$ cat src/rtl/score_sequencer.sv
// Operand sequencer for the Gaussian score datapath: issues RAM reads under a FIFO credit
// limit, tags each slot through the fixed datapath latency and streams results out in order.
module score_sequencer #(
    parameter int SCORE_LAT  = 20,
    parameter int MEM_LAT    = 1,
    parameter int ADDR_W     = 10,
    parameter int DIM_W      = 10,
    parameter int FIFO_DEPTH = 32
) (
    input  logic              aclk,
    input  logic              aresetn,
    input  logic              start,
    input  logic [ADDR_W-1:0] cfg_base,
    input  logic [DIM_W-1:0]  cfg_dims,
    output logic              busy,
    output logic              done,
    output logic              mem_rd_en,
    output logic [ADDR_W-1:0] mem_addr,
    input  logic [31:0]       mem_feature,
    input  logic [31:0]       mem_mean,
    input  logic [31:0]       mem_prec,
    output logic [31:0]       su_feature,
    output logic [31:0]       su_mean,
    output logic [31:0]       su_prec,
    input  logic [31:0]       su_logDval,
    output logic              res_tvalid,
    input  logic              res_tready,
    output logic [31:0]       res_tdata,
    output logic [DIM_W-1:0]  res_tuser,
    output logic              res_tlast
);
    localparam int PIPE_LEN = MEM_LAT + SCORE_LAT;
    localparam int CNT_W    = $clog2(FIFO_DEPTH + 1);
    localparam int PTR_W    = (FIFO_DEPTH > 1) ? $clog2(FIFO_DEPTH) : 1;

    generate
        if (FIFO_DEPTH < 2) begin : g_bad_depth
            $error("score_sequencer: FIFO_DEPTH must be >= 2");
        end
        if (PIPE_LEN < 2) begin : g_bad_lat
            $error("score_sequencer: MEM_LAT + SCORE_LAT must be >= 2");
        end
    endgenerate

    typedef enum logic [1:0] {S_IDLE, S_RUN, S_DRAIN, S_DONE} state_t;
    typedef struct packed { logic [DIM_W-1:0] idx; logic last; } tag_t;
    typedef struct packed { logic [31:0] data; logic [DIM_W-1:0] idx; logic last; } res_t;

    state_t            state_q, state_d;
    logic [ADDR_W-1:0] base_q;
    logic [DIM_W-1:0]  dims_q, idx_q;

    logic [PIPE_LEN-1:0] vld_pipe;
    tag_t                tag_pipe [PIPE_LEN];
    logic [CNT_W-1:0]    inflight;

    res_t             fifo_mem [FIFO_DEPTH];
    logic [PTR_W-1:0] wr_ptr, rd_ptr;
    logic [CNT_W-1:0] fifo_cnt;
    res_t             head;

    logic           issue, last_iss, push, pop, credit_ok;
    logic [CNT_W:0] credit_sum;

    // Exit moves a slot from inflight to fifo_cnt, so the sum only drops on pop.
    assign credit_sum = (CNT_W+1)'(fifo_cnt) + (CNT_W+1)'(inflight) + (CNT_W+1)'(1);
    assign credit_ok  = credit_sum <= (CNT_W+1)'(FIFO_DEPTH);
    assign issue      = (state_q == S_RUN) && credit_ok;
    assign last_iss   = idx_q == dims_q - DIM_W'(1);
    assign push       = vld_pipe[PIPE_LEN-1];
    assign pop        = res_tvalid && res_tready;
    assign head       = fifo_mem[rd_ptr];

    assign mem_rd_en  = issue;
    assign mem_addr   = base_q + ADDR_W'(idx_q);
    assign su_feature = mem_feature;
    assign su_mean    = mem_mean;
    assign su_prec    = mem_prec;
    assign busy       = (state_q == S_RUN) || (state_q == S_DRAIN);
    assign done       = state_q == S_DONE;

    assign res_tvalid = fifo_cnt != '0;
    assign res_tdata  = res_tvalid ? head.data : '0;
    assign res_tuser  = res_tvalid ? head.idx  : '0;
    assign res_tlast  = res_tvalid && head.last;

    always_comb begin
        state_d = state_q;
        case (state_q)
            S_IDLE:  if (start) state_d = (cfg_dims != '0) ? S_RUN : S_DONE;
            S_RUN:   if (issue && last_iss) state_d = S_DRAIN;
            // The tlast pop is the final handshake: nothing remains behind it.
            S_DRAIN: if (pop && head.last && inflight == '0 && fifo_cnt == CNT_W'(1))
                         state_d = S_DONE;
            S_DONE:  state_d = S_IDLE;
            default: state_d = S_IDLE;
        endcase
    end

    always_ff @(posedge aclk or negedge aresetn) begin
        if (!aresetn) begin
            state_q <= S_IDLE;
            base_q  <= '0;
            dims_q  <= '0;
            idx_q   <= '0;
        end else begin
            state_q <= state_d;
            if (state_q == S_IDLE && start && cfg_dims != '0) begin
                base_q <= cfg_base;
                dims_q <= cfg_dims;
                idx_q  <= '0;
            end else if (issue) begin
                idx_q <= idx_q + DIM_W'(1);
            end
        end
    end

    always_ff @(posedge aclk or negedge aresetn) begin
        if (!aresetn) begin
            vld_pipe <= '0;
            inflight <= '0;
        end else begin
            vld_pipe <= {vld_pipe[PIPE_LEN-2:0], issue};
            inflight <= inflight + CNT_W'(issue) - CNT_W'(push);
        end
    end

    always_ff @(posedge aclk) begin
        tag_pipe[0] <= '{idx: idx_q, last: last_iss};
        for (int i = 1; i < PIPE_LEN; i++) tag_pipe[i] <= tag_pipe[i-1];
    end

    always_ff @(posedge aclk or negedge aresetn) begin
        if (!aresetn) begin
            wr_ptr   <= '0;
            rd_ptr   <= '0;
            fifo_cnt <= '0;
        end else begin
            if (push) wr_ptr <= (wr_ptr == PTR_W'(FIFO_DEPTH-1)) ? '0 : wr_ptr + PTR_W'(1);
            if (pop)  rd_ptr <= (rd_ptr == PTR_W'(FIFO_DEPTH-1)) ? '0 : rd_ptr + PTR_W'(1);
            fifo_cnt <= fifo_cnt + CNT_W'(push) - CNT_W'(pop);
        end
    end

    always_ff @(posedge aclk) begin
        if (push)
            fifo_mem[wr_ptr] <= '{data: su_logDval,
                                  idx:  tag_pipe[PIPE_LEN-1].idx,
                                  last: tag_pipe[PIPE_LEN-1].last};
    end
endmodule

$ cat config.mk
export PLATFORM = sky130hd
export DESIGN_NAME = score_sequencer
export DESIGN_NICKNAME = d
export VERILOG_FILES = /design/src/rtl/score_sequencer.sv
export SDC_FILE = /design/constraint.sdc
export NUM_CORES = 2
export LEC_CHECK = 0
export BUFFER_PORTS_ARGS = -buffer_cell sky130_fd_sc_hd__buf_2
export CORE_ASPECT_RATIO = 1.2
export CORE_MARGIN = 5
export CORE_UTILIZATION = 50
export DETAILED_ROUTE_END_ITERATION = 10
export PLACE_DENSITY_LB_ADDON = 0.25
export SETUP_SLACK_MARGIN = 0.3
export SYNTH_ARGS = -nofsm -noshare
export SYNTH_HDL_FRONTEND = slang
export SYNTH_SLANG_ARGS = --single-unit
$ cat constraint.sdc
create_clock -name aclk -period 13 [get_ports aclk]
set_input_delay 2.6 -clock aclk [delete_from_list [all_inputs] [get_ports aclk]]
set_output_delay 2.6 -clock aclk [all_outputs]
set_load 0.02 [all_outputs]
Word-level counts from Yosys, hierarchy flattened

Memory sizes are Yosys's and may differ from the RTL's.
Index checks and enable logic that the tools add are counted.

Add/sub/neg operators: 11
$mul: 0
Divide/modulo/power cells: 0
$lt $le $gt $ge: 1
Eq/ne operators: 10
Shift-type cells: 0
Mux-type cells: 13
Bitwise operators: 0
Reductions and logical operators: 16

Operator list:

| kind                    | number |
|---|---|
| $mux W32                | 1 |
| $mux W10                | 3 |
| $add A6 B1 Y6           | 2 |
| $sub A6 B1 Y6           | 2 |
| $add A10 B1 Y10 const B | 1 |
| $add A10 B10 Y10        | 1 |
| $add A5 B1 Y5 const B   | 2 |
| $eq A10 B10 Y1          | 1 |
| $eq A5 B5 Y1 const B    | 2 |
| $mux W5                 | 2 |
| $reduce_bool A10 Y1     | 1 |
| $sub A10 B1 Y10 const B | 1 |
| $logic_and A1 B1 Y1     | 9 |
| $mux W2                 | 4 |
| $pmux W2 S4             | 1 |
| $add A6 B6 Y7           | 1 |
| $add A7 B1 Y7 const B   | 1 |
| $le A7 B6 Y1 const B    | 1 |
| $eq A6 B1 Y1 const B    | 1 |
| $logic_not A6 Y1        | 1 |
| $reduce_bool A6 Y1      | 1 |
| $eq A2 B2 Y1 const B    | 2 |
| $ne A2 B1 Y1 const B    | 2 |
| $reduce_and A3 Y1       | 1 |
| other kinds (6)         | 7 |

Register bits after elaboration: 75
Latch bits: 0
Memory bits (writable): 1607
Memory bits (read-only): 0
Bits of input ports: 152
Output and inout port bits: 153
Logic and storage cells: 62
Memories: 2

Memories:

| name     | words | width | rd ports | clocked after memory_dff | write ports | RTL line | RTL |
|---|---|---|---|---|---|---|---|
| fifo_mem | 32    | 43    | 1        | 0                        | 1           | 57       | `res_t fifo_mem [FIFO_DEPTH];` |
| tag_pipe | 21    | 11    | 21       | 0                        | 21          | 54       | `tag_t tag_pipe [PIPE_LEN];` |

Logic depth before layout (Yosys ltp)

Word-level depth: 7
Mapped depth: 17
Gate-level depth less buffers: 17

Worst setup path after synthesis

Ideal clock, no wire load.

Path kind: input-to-output
Start: in mem_feature[0]
End: out su_feature[0]
Data arrival time: 2.734 ns
Data required time: 10.400 ns
Path slack: 7.666 ns
Stages on the path: 1
Buffers on the path: 1
Cells stage by stage: buf_4

RTL lines:

| element     | RTL line | RTL |
|---|---|---|
| from (decl) | 19       | `input logic [31:0] mem_feature,` |
| to (decl)   | 22       | `output logic [31:0] su_feature,` |

No word-level cell between the ends.

Final worst setup path

Start: reg rd_ptr[1]
End: out res_tuser[4]

Word-level cells in the longest chain between the ends: 2

Ends and longest elaborated chain:

| element                | RTL line | RTL |
|---|---|---|
| from (decl)            | 58       | `logic [PTR_W-1:0] wr_ptr, rd_ptr;` |
| from (signal assigned) | 140      | `if (pop) rd_ptr <= (rd_ptr == PTR_W'(FIFO_DEPTH-1)) ? '0 : rd_ptr + PTR_W'(1);` |
| $mem_v2 Z32 W43        | n/a      |  |
| $mux W10               | 84       | `assign res_tuser = res_tvalid ? head.idx : '0;` |
| to (decl)              | 29       | `output logic [DIM_W-1:0] res_tuser,` |

No other way between the ends.

==> impl_metrics.json <==
{
  "avgViaCountPerCell": 5.924,
  "max_freq_mhz": 127.8,
  "fin_hold_ws_ps": 316.9,
  "final_nets": 3210,
  "outcome": "completed",
  "swShare_pct": 28.34,
  "num_vias": 28400,
  "n_fill_cell": 9106,
  "yosysTopAreaCell": "edfxtp_1",
  "drv_slew": 0,
  "cts-resized-gates": 0,
  "hold_depth": 0,
  "setup_viol": 0,
  "cts_tree": "built",
  "core_area_um2": 123100,
  "power-per-cell-area_nw_per_um2": 204.6,
  "area_growth_pct": 11.63,
  "comb_power_share_pct": 21.9,
  "tns_ps": 0,
  "async_reset_ff_share_pct": 4.459,
  "dp_hpwl_um": 71930,
  "ctsHoldBuffers": 0,
  "path_max_fanout": 71,
  "synth_edf_count": 1376,
  "syn-mean-instance-area_um2": 21.31,
  "avgRoutedWirePerCell_um": 28.85,
  "clkLatencyLatePin_ps": 770,
  "layout.area.seq_um2": 47840,
  "io_pins": 305,
  "rr_worst_depth": 8,
  "antenna_found_initial": 9,
  "slew_headroom_pct": 17.04,
  "initial_core_util_pct": 50.36,
  "rsz0062_at_grt": "false",
  "first_global_vias": 29950,
  "grt-ovfl-total": 0,
  "post_cts_buffers": 0,
  "numCtsBuffers": 160,
  "synth_seq_area_share_pct": 77.12,
  "p_seq_share_pct": 46.1,
  "portBuffers": 112,
  "yosys-top-cells-area": "edfxtp_1 (67%), mux4_2 (14%), dfxtp_1 (7.5%)",
  "drive_gt1_share_pct": 27.15,
  "grt_max_degree": 104,
  "ys_warn_count": 0,
  "synth_area_um2": 62010,
  "grt_usage_pct": 21.19,
  "layout_min_cycle_time_ps": 7827,
  "crit_path_cell_trace": "buf_4, buf_4, mux4_2, nor2b_1, a211oi_1, a211oi_1, a21oi_1, nor2_1, buf_2",
  "die_h_um": 395.8,
  "die_x_um": 331.5,
  "skew_ps": 28.59,
  "start_kind": "flip-flop",
  "drtAntennaViolNets": 0,
  "p_switching_w": 0.004015,
  "maxCapViolCount": 0,
  "cp_data_arrival_time_ps": 5230,
  "grt_pass1_wl_um": 202800,
  "ir_drop_mv": 0.1673,
  "synth_nets": 3110,
  "endpoint_kind": "output pin",
  "cpPeakStageDelay_ps": 1140,
  "clk_pin_slew_ps": 60,
  "fin_crit_sh_pct": 60.21,
  "drc": 0,
  "synth_ff_type": "edfxtp_1",
  "synth_common_cells": "edfxtp_1 (1376), mux4_2 (387), dfxtp_1 (231)",
  "synth_most_common_cell": "edfxtp_1",
  "die_area_um2": 131200,
  "clockPowerShare_pct": 31.9,
  "hold_viol_final": 0,
  "tightest_slew_ps": 1241,
  "multiInputGateArea_um2": 12960,
  "drtIter0Drc": 2757,
  "gp_congestion": 0.7577,
  "p_leak_nw": 22.72,
  "synth_top_cell_area_share_pct": 66.64,
  "clock_path_buffers": 3,
  "cpMaxStageDelayCell": "dfrtp_4",
  "root_buffer": "clkbuf_16",
  "internal_power_w": 0.01015,
  "h-tree-depth": 4,
  "path_class": "reg -> out",
  "drt-total-wl_um": 138300,
  "dr.pass1.iters": 5,
  "synth-seq-cells": 1682,
  "required_ps": 10400,
  "clock_sinks": 1682,
  "synth_cell_type_count": 56,
  "fp-row-count": 141,
  "hold_path_class": "reg -> reg",
  "netlist_instances": 2910
}
==> worst paths after layout <==
| path | endpoint | from | slack (ps) |
|---|---|---|---|
| setup / recovery | res_tuser[4] | rd_ptr[1]$_DFFE_PN0P_ | 5170 |
| hold / removal | tag_pipe[2][11]$_DFF_P_ | tag_pipe[2][0]$_DFF_P_ | 320 |
| setup reg to reg | state_q[0]$_DFFE_PN0P_ | rd_ptr[3]$_DFFE_PN0P_ | 8650 |
| hold reg to reg | tag_pipe[2][11]$_DFF_P_ | tag_pipe[2][0]$_DFF_P_ | 320 |
| max in group asynchronous | rd_ptr[1]$_DFFE_PN0P_ | aresetn | 10270 |
| min in group asynchronous | base_q[7]$_DFFE_PN0P_ | aresetn | 1980 |
==> area by class of cell <==
| type | count | area share [%] |
|---|---|---|
| multi-input combinational | 956 | 18.72 |
| tap | 1644 | 2.972 |
| sequential | 1682 | 69.11 |
| inverter | 39 | 0.2115 |
| antenna | 4 | 0.01446 |
| clock buffer | 225 | 6.603 |
| timing repair buffer | 171 | 1.489 |
| clock inverter | 73 | 0.8749 |
==> placed cells by master (no fill, tap or decap), types with 16 or more instances in the layout <==
master,netlist,final
nor2b_1,48,48
clkinv_1,0,23
xnor2_1,19,19
buf_2,43,111
clkbuf_16,0,170
mux2_2,21,21
mux4_2,387,387
dfxtp_1,231,231
buf_4,99,58
nor2_1,92,70
inv_1,39,39
a21oi_1,63,63
clkinv_2,0,22
ha_1,45,45
a211oi_1,85,85
o21ai_0,19,19
dfrtp_1,75,70
nand2_1,23,23
edfxtp_1,1376,1376
xor2_1,16,16
mux2i_1,45,45
nor2_4,0,22
clkbuf_1,88,44
==> critical path: cells and delay by family, from the launching register on <==
family | cells | cell delay, ps
buffers and inverters | 3 | 1960
flip-flops | 1 | 1140
AO/OA/AOI/OAI | 3 | 680
multiplexers | 1 | 420
AND/OR/NAND/NOR | 2 | 220
==> power by group through the flow <==
stage                     registers (W)  clock network (W)  logic, W
after global routing            0.00658            0.00485   0.00337
final                           0.00654            0.00452   0.00310
after floorplan                 0.00642                  0   0.00242
after detailed placement        0.00665                  0   0.00315
after global placement          0.00663                  0   0.00310
after CTS                       0.00654            0.00460   0.00316
==> flip-flops by register name (all words and copies together), names as in the netlist <==
signal    flops
rd_ptr        5
vld_pipe     21
base_q       10
dims_q       10
fifo_mem   1376
tag_pipe    231
wr_ptr        5
fifo_cnt      6
state_q       2
idx_q        10
inflight      6
==> per-layer routing <==
| layer | wire, um | up-vias | global-route usage, % |
|---|---|---|---|
| met5 | 25 | - | 0 |
| met4 | 3989 | 4 | 6.733 |
| met3 | 10110 | 261 | 4.287 |
| met2 | 70290 | 1098 | 35.83 |
| met1 | 53900 | 15100 | 28.09 |
| li1 | - | 11940 | - |
==> logic make-up (layout without fill, tap and decap cells) <==
logic type / count (synthesis) / count (layout) / synth area share [%]
DFF: 1682 / 1682 / 77.12
muxes: 453 / 453 / 15.16
buffers and inverters: 272 / 508 / 2.345
and+or+nand+nor: 225 / 225 / 1.798
AOI/OAI and AO/OA: 195 / 195 / 2.074
adders and majority gates: 48 / 48 / 1.005
xor gates and xnor gates: 35 / 35 / 0.4944
other: 0 / 4 / 0
==> stage by stage <==
step,util (%),total power (W),std cells,setup WS [ps],area (um^2)
final,56.21,0.01416,4794,5173,69220
after global routing,56.20,0.01480,4790,4845,69210
after CTS,56.20,0.01431,4790,5082,69210
after detailed placement,52.00,0.009804,4492,5927,64030
after global placement,52.00,0.009729,4492,6034,64030
after floorplan,-,0.008834,2910,7666,62010
(Power assumes the default switching activity.)
